File: config.mk
export PLATFORM = sky130hd
export DESIGN_NAME = prog_loader
export DESIGN_NICKNAME = d
export VERILOG_FILES = /design/src/rtl/prog_loader.sv
export SDC_FILE = /design/constraint.sdc
export NUM_CORES = 1
export LEC_CHECK = 0
export ABC_AREA = 1
export BUFFER_PORTS_ARGS = -buffer_cell sky130_fd_sc_hd__buf_2
export CAP_MARGIN = 25
export CORE_UTILIZATION = 55
export CTS_CLUSTER_DIAMETER = 80
export DETAILED_ROUTE_END_ITERATION = 10
export PLACE_DENSITY = 0.71
export SETUP_SLACK_MARGIN = 0.2
export SLEW_MARGIN = 20
export SYNTH_ARGS = -nofsm -noshare
export SYNTH_HDL_FRONTEND = slang
export SYNTH_SLANG_ARGS = --single-unit
File: constraint.sdc
create_clock -name clk -period 6.3 [get_ports clk]
set_input_delay 0.945 -clock clk [delete_from_list [all_inputs] [get_ports clk]]
set_output_delay 0.945 -clock clk [all_outputs]
set_load 0.05 [all_outputs]
File: src/rtl/prog_loader.sv
// Serial program loader: receives a length-prefixed little-endian word stream,
// writes it into instruction memory and answers with an ACK/NAK checksum verdict.
module prog_loader #(
  parameter int         ADDR_WIDTH     = 13,
  parameter int         TIMEOUT_CYCLES = 23040,
  parameter logic [7:0] ACK            = 8'h06,
  parameter logic [7:0] NAK            = 8'h15
) (
  input  logic                  clk,
  input  logic                  rst,
  input  logic                  prog_mode,
  input  logic [7:0]            rx_data,
  input  logic                  rx_full,
  output logic                  rd,
  output logic [7:0]            tx_data,
  input  logic                  tx_ready,
  output logic                  wr,
  output logic [ADDR_WIDTH-1:0] mem_addr,
  output logic [15:0]           mem_wdata,
  output logic                  mem_we,
  output logic                  cpu_rst,
  output logic                  prog_done
);

  localparam int              TO_W    = $clog2(TIMEOUT_CYCLES + 1);
  localparam logic [TO_W-1:0] TO_LAST = TO_W'(TIMEOUT_CYCLES - 1);

  typedef enum logic [2:0] {
    IDLE, LEN_LO, LEN_HI, DATA_LO, DATA_HI, CSUM, SEND, FIN
  } state_t;

  state_t          state, state_nxt;
  logic            rd_q;
  logic            armed;
  logic            consuming;
  logic            timeout;
  logic            in_range;
  logic            last_word;
  logic [7:0]      sum;
  logic [7:0]      len_lo;
  logic [15:0]     len;
  logic [7:0]      data_lo;
  logic [16:0]     word_cnt;
  logic [TO_W-1:0] to_cnt;

  // Word counter is one bit wider than the length so it never wraps; words
  // beyond the memory are consumed and summed but not written.
  assign in_range  = (word_cnt >> ADDR_WIDTH) == 17'd0;
  assign last_word = (word_cnt + 17'd1) == {1'b0, len};
  assign prog_done = (state == FIN);

  always_ff @(posedge clk or posedge rst) begin
    if (rst) state <= IDLE;
    else     state <= state_nxt;
  end

  always_comb begin
    state_nxt = state;
    rd        = 1'b0;
    wr        = 1'b0;
    timeout   = 1'b0;
    consuming = (state == LEN_LO) || (state == LEN_HI) || (state == DATA_LO) ||
                (state == DATA_HI) || (state == CSUM);
    if (consuming) begin
      // A byte is never taken in the cycle right after a take, giving the
      // receiver a cycle to drop rx_full.
      rd      = rx_full && !rd_q;
      timeout = !rd && (to_cnt >= TO_LAST);
    end
    case (state)
      IDLE:    if (prog_mode && armed) state_nxt = LEN_LO;
      LEN_LO:  if (rd) state_nxt = LEN_HI;
      LEN_HI:  if (rd) state_nxt = ({rx_data, len_lo} == 16'd0) ? CSUM : DATA_LO;
      DATA_LO: if (rd) state_nxt = DATA_HI;
      DATA_HI: if (rd) state_nxt = last_word ? CSUM : DATA_LO;
      CSUM:    if (rd) state_nxt = SEND;
      SEND: begin
        if (tx_ready) begin
          wr        = 1'b1;
          state_nxt = FIN;
        end
      end
      FIN:     state_nxt = IDLE;
      default: state_nxt = IDLE;
    endcase
    if (timeout) state_nxt = SEND;
  end

  always_ff @(posedge clk or posedge rst) begin
    if (rst) begin
      rd_q      <= 1'b0;
      armed     <= 1'b1;
      mem_we    <= 1'b0;
      mem_addr  <= '0;
      mem_wdata <= '0;
      tx_data   <= '0;
      cpu_rst   <= 1'b0;
      sum       <= '0;
      len_lo    <= '0;
      len       <= '0;
      data_lo   <= '0;
      word_cnt  <= '0;
      to_cnt    <= '0;
    end else begin
      rd_q   <= rd;
      mem_we <= 1'b0;

      if (consuming) to_cnt <= rd ? '0 : to_cnt + TO_W'(1);

      if (rd) begin
        case (state)
          LEN_LO: begin
            len_lo <= rx_data;
            sum    <= sum + rx_data;
          end
          LEN_HI: begin
            len <= {rx_data, len_lo};
            sum <= sum + rx_data;
          end
          DATA_LO: begin
            data_lo <= rx_data;
            sum     <= sum + rx_data;
          end
          DATA_HI: begin
            sum      <= sum + rx_data;
            word_cnt <= word_cnt + 17'd1;
            if (in_range) begin
              mem_we    <= 1'b1;
              mem_addr  <= ADDR_WIDTH'(word_cnt);
              mem_wdata <= {rx_data, data_lo};
            end
          end
          CSUM:    tx_data <= (rx_data == sum) ? ACK : NAK;
          default: ;
        endcase
      end

      if (timeout) tx_data <= NAK;

      case (state)
        IDLE: begin
          // Re-arm only once prog_mode has been seen low back in IDLE.
          if (!prog_mode) armed <= 1'b1;
          if (state_nxt == LEN_LO) begin
            armed    <= 1'b0;
            cpu_rst  <= 1'b1;
            sum      <= '0;
            word_cnt <= '0;
            to_cnt   <= '0;
          end
        end
        FIN:     cpu_rst <= (tx_data != ACK);
        default: ;
      endcase
    end
  end

endmodule

==> summary.txt <==
Status
  • Status: finished, final reports clean

Detailed routing
  • DRT iter0 DRCs: 336
  • DRT Wirelength: 12.34 mm
  • Vias per cell: 5.226
  • DR DRC count: 0
  • Mean routed wirelength per cell: 13.18 microns
  • Vias: 4892
  • Final ANT Viol Nets: 0
  • DRT Pass-1 Iters: 6

Worst setup path
  • Setup crit end kind: output pin
  • Setup Crit Path Kind: in -> out
  • Most frequent CP cell: buf_2
  • Critical path, cell by cell: buf_2 > inv_1 > or2_1 > nor2_2 > buf_2
  • CP required: 5.35 ns
  • Cell depth of the worst setup path: 5
  • Crit path arrival time: 2.38 ns
  • CP delay by family, top: simple AND/OR/NAND/NOR gates
  • Worst setup startpoint: rx_full
  • Setup crit start kind: input port
  • CP Max Fanout: 15
  • CP peak stage delay: 0.59 ns
  • Worst setup path end: rd
  • Max stage delay cell, worst path: nor2_2
  • Depth of the worst register-to-register path: 9
  • R2r setup slk: 3.43 ns
  • FF-to-FF Start: rd_q$_DFF_PP0_
  • Crit path buf inv count: 3
  • RR Endpoint: mem_wdata[7]$_DFFE_PP0P_

STA
  • Minimum clock period: 3.326 ns
  • Final setup fails: 0
  • Worst Tran Pin Value: 0.8332 ns
  • F_max: 300.7 MHz
  • Slew Limit Fails: 0
  • Fin crit share: 52.79%
  • Setup TNS: 0 ns
  • Slew margin rel.: 44.32%
  • Hold Fails Final Rpt: 0
  • Skew final: 0.01605 ns
  • Setup ws final: 2.974 ns
  • RSZ-0062 raised after global routing: no

Placement
  • Detail Placement HPWL: 9.000 mm
  • Number of port buffers: 50
  • Placed inst area: 6193 sq um
  • GPL Wtd Cong: 0.8869
  • Place WS: 2.708 ns

Yosys
  • Synth top cells by count: nand2_1 (215), dfrtp_1 (110), inv_1 (110)
  • Post-synth EDFFs: 0
  • Post-synth top area cell: dfrtp_1
  • Yosys warnings: 0
  • Sequential area share after synthesis: 47.44%
  • Post-synthesis compound-gate area fraction: 10.79%
  • Multiplexer share of the synthesized area: 0%
  • Top post-synthesis cells by area: dfrtp_1 (47%), nand2_1 (14%), inv_1 (7.0%)
  • Main synth FF type: dfrtp_1
  • Largest family of logic cells by synthesized area: simple AND/OR/NAND/NOR gates
  • Cell area after synthesis: 5858 sq um
  • Most frequent cell after synthesis: nand2_1
  • Ys async rst share: 100.0%
  • Synth unique cells: 43
  • Synth Instances: 753
  • Adder-cell share of the synthesized area: 2.264%
  • Syn_area_per_cell: 7.780 sq um
  • Simple-gate share of the synthesized area: 26.74%
  • Flops & latches, synth: 111
  • Synth Area in XOR/XNOR: 2.798%
  • Top-area cell type share of the netlist area: 46.99%

Clock tree
  • CTS tree: yes
  • TritonCTS buffer count: 9
  • CTS clk-pin slew, worst paths: 0.11 ns
  • CTS max path bufs: 2
  • Clock sinks: 111
  • Clk Latency, worst-skew pair: 0.39 ns
  • Post-CTS Setup Bufs: 0
  • CTS H-tree depth: 3
  • CTS Hold Bufs: 0
  • CTS resizes: 0
  • Root Buffer: clkbuf_8

Finish
  • Post-route cell area: 6397 sq um
  • # diodes: 0
  • Layout cell share with drive strength beyond 1: 12.25%
  • # nets final: 818
  • Syn-to-layout area delta: 9.206%
  • # fillers: 936

Power and ir drop
  • Leakage: 3.413 nW
  • Final Power: 3.099 mW
  • Pwr dens: 484.4 nW/um^2
  • Worst-case vdd ir drop: 0.0003713 V

GRT
  • Vias in the first global route: 4698
  • Largest net degree at the start of global routing: 81
  • Initial antenna violation count: 0
  • Global route overflow: 0
  • All-Layer GR Usage: 24.83%
  • First-pass GRT wire length: 21.91 mm

Die
  • Die span in y: 105.2 microns
  • Core area: 10320 sq um
  • Die W: 105.2 microns
  • Initial Util: 56.74%
  • # rows: 37
  • I/O pins: 55
  • Total die area: 11070 sq um

Run
  • Max-Cap Viols: 0

Hold path
  • HP Class: reg -> reg
-- placed cells by master, fill, tap and decap left out, drive strengths merged --
cell type  instances
a211oi             1
a21oi             14
a31oi              1
and2               1
and3               1
buf               53
clkbuf             9
clkinv             4
conb               4
dfrtp            110
dfstp              1
fa                 1
ha                 9
inv              120
nand2            217
nand3             43
nand3b             3
nand4             17
nor2              66
nor3               5
nor3b              1
nor4               2
o211a              1
o211ai            23
o21a               2
o21ai             67
o21bai             1
or2                6
xnor2              7
xor2               9
xor3               1
-- how the worst min path moves through the flow --
stage / startpoint / to / slack (ns) / depth (start not counted)
finish: mem_wdata[6]$_DFFE_PP0P_ / mem_wdata[6]$_DFFE_PP0P_ / 0.48 / 2
global placement: mem_wdata[7]$_DFFE_PP0P_ / mem_wdata[7]$_DFFE_PP0P_ / 0.46 / 2
global route: data_lo[3]$_DFFE_PP0P_ / mem_wdata[3]$_DFFE_PP0P_ / 0.51 / 2
detailed placement: mem_wdata[2]$_DFFE_PP0P_ / mem_wdata[2]$_DFFE_PP0P_ / 0.46 / 2
floorplan: data_lo[0]$_DFFE_PP0P_ / mem_wdata[0]$_DFFE_PP0P_ / 0.44 / 2
CTS: data_lo[4]$_DFFE_PP0P_ / mem_wdata[4]$_DFFE_PP0P_ / 0.49 / 2
-- logic make-up after synthesis --
logic type	Yosys count
AOI/OAI and AO/OA	110
xor gates and xnor gates	17
adders and majority gates	10
buffers and inverters	142
DFF	111
other	1
and+or+nand+nor	362
-- registers in the layout (all words and copies together) (netlist names), 8 cells and up --
register	cells
sum	8
mem_addr	13
mem_wdata	16
len	16
len_lo	8
to_cnt	15
data_lo	8
word_cnt	17
-- per-layer routing --
metal	GRT usage (%)	part of all wire (%)	vias to the layer above
met5	0	0	-
met4	5.835	1.0	0
met3	5.989	4.2	10
met2	40.88	47	121
met1	33.11	47	2301
li1	-	-	2460
-- metrics by stage --
step | std cells | hold WS [ns] | utilization (%)
after CTS | 936 | 0.4862 | 61.93
final | 936 | 0.4813 | 61.97
after global placement | 919 | 0.4600 | 59.73
after global routing | 936 | 0.5064 | 61.97
after detailed placement | 920 | 0.4599 | 59.99
after floorplan | 756 | 0.4422 | -
-- area by class of cell --
class                   instances  area [sq um]  share of cell area (%)
repair buffers                 53         296.5                   4.635
well taps                     136         170.2                   2.660
flip-flops and latches        111          2779                   43.44
multi-input cells             503          2510                   39.23
clock inverters                 7         76.32                   1.193
clock buffers                   9         123.9                   1.936
inverters                     117         441.7                   6.904
-- report_power, final --
part / switching [mW] / internal, mW / leakage, nW
registers: 0.217 / 0.994 / 1.43
clock network: 0.267 / 0.158 / 0.103
logic: 0.995 / 0.468 / 1.88
-- worst reg2reg max path, cell delays in order (launching register included) --
cell and delay (ns):
dfrtp_1 0.33, or2_1 0.33, inv_2 0.14, nand2_1 0.57
inv_2 0.31, nand2_1 0.14, buf_4 0.38, clkinv_1 0.37
nand2_1 0.13, nand2_1 0.06
Note: power is estimated with default switching activity, not from simulation.
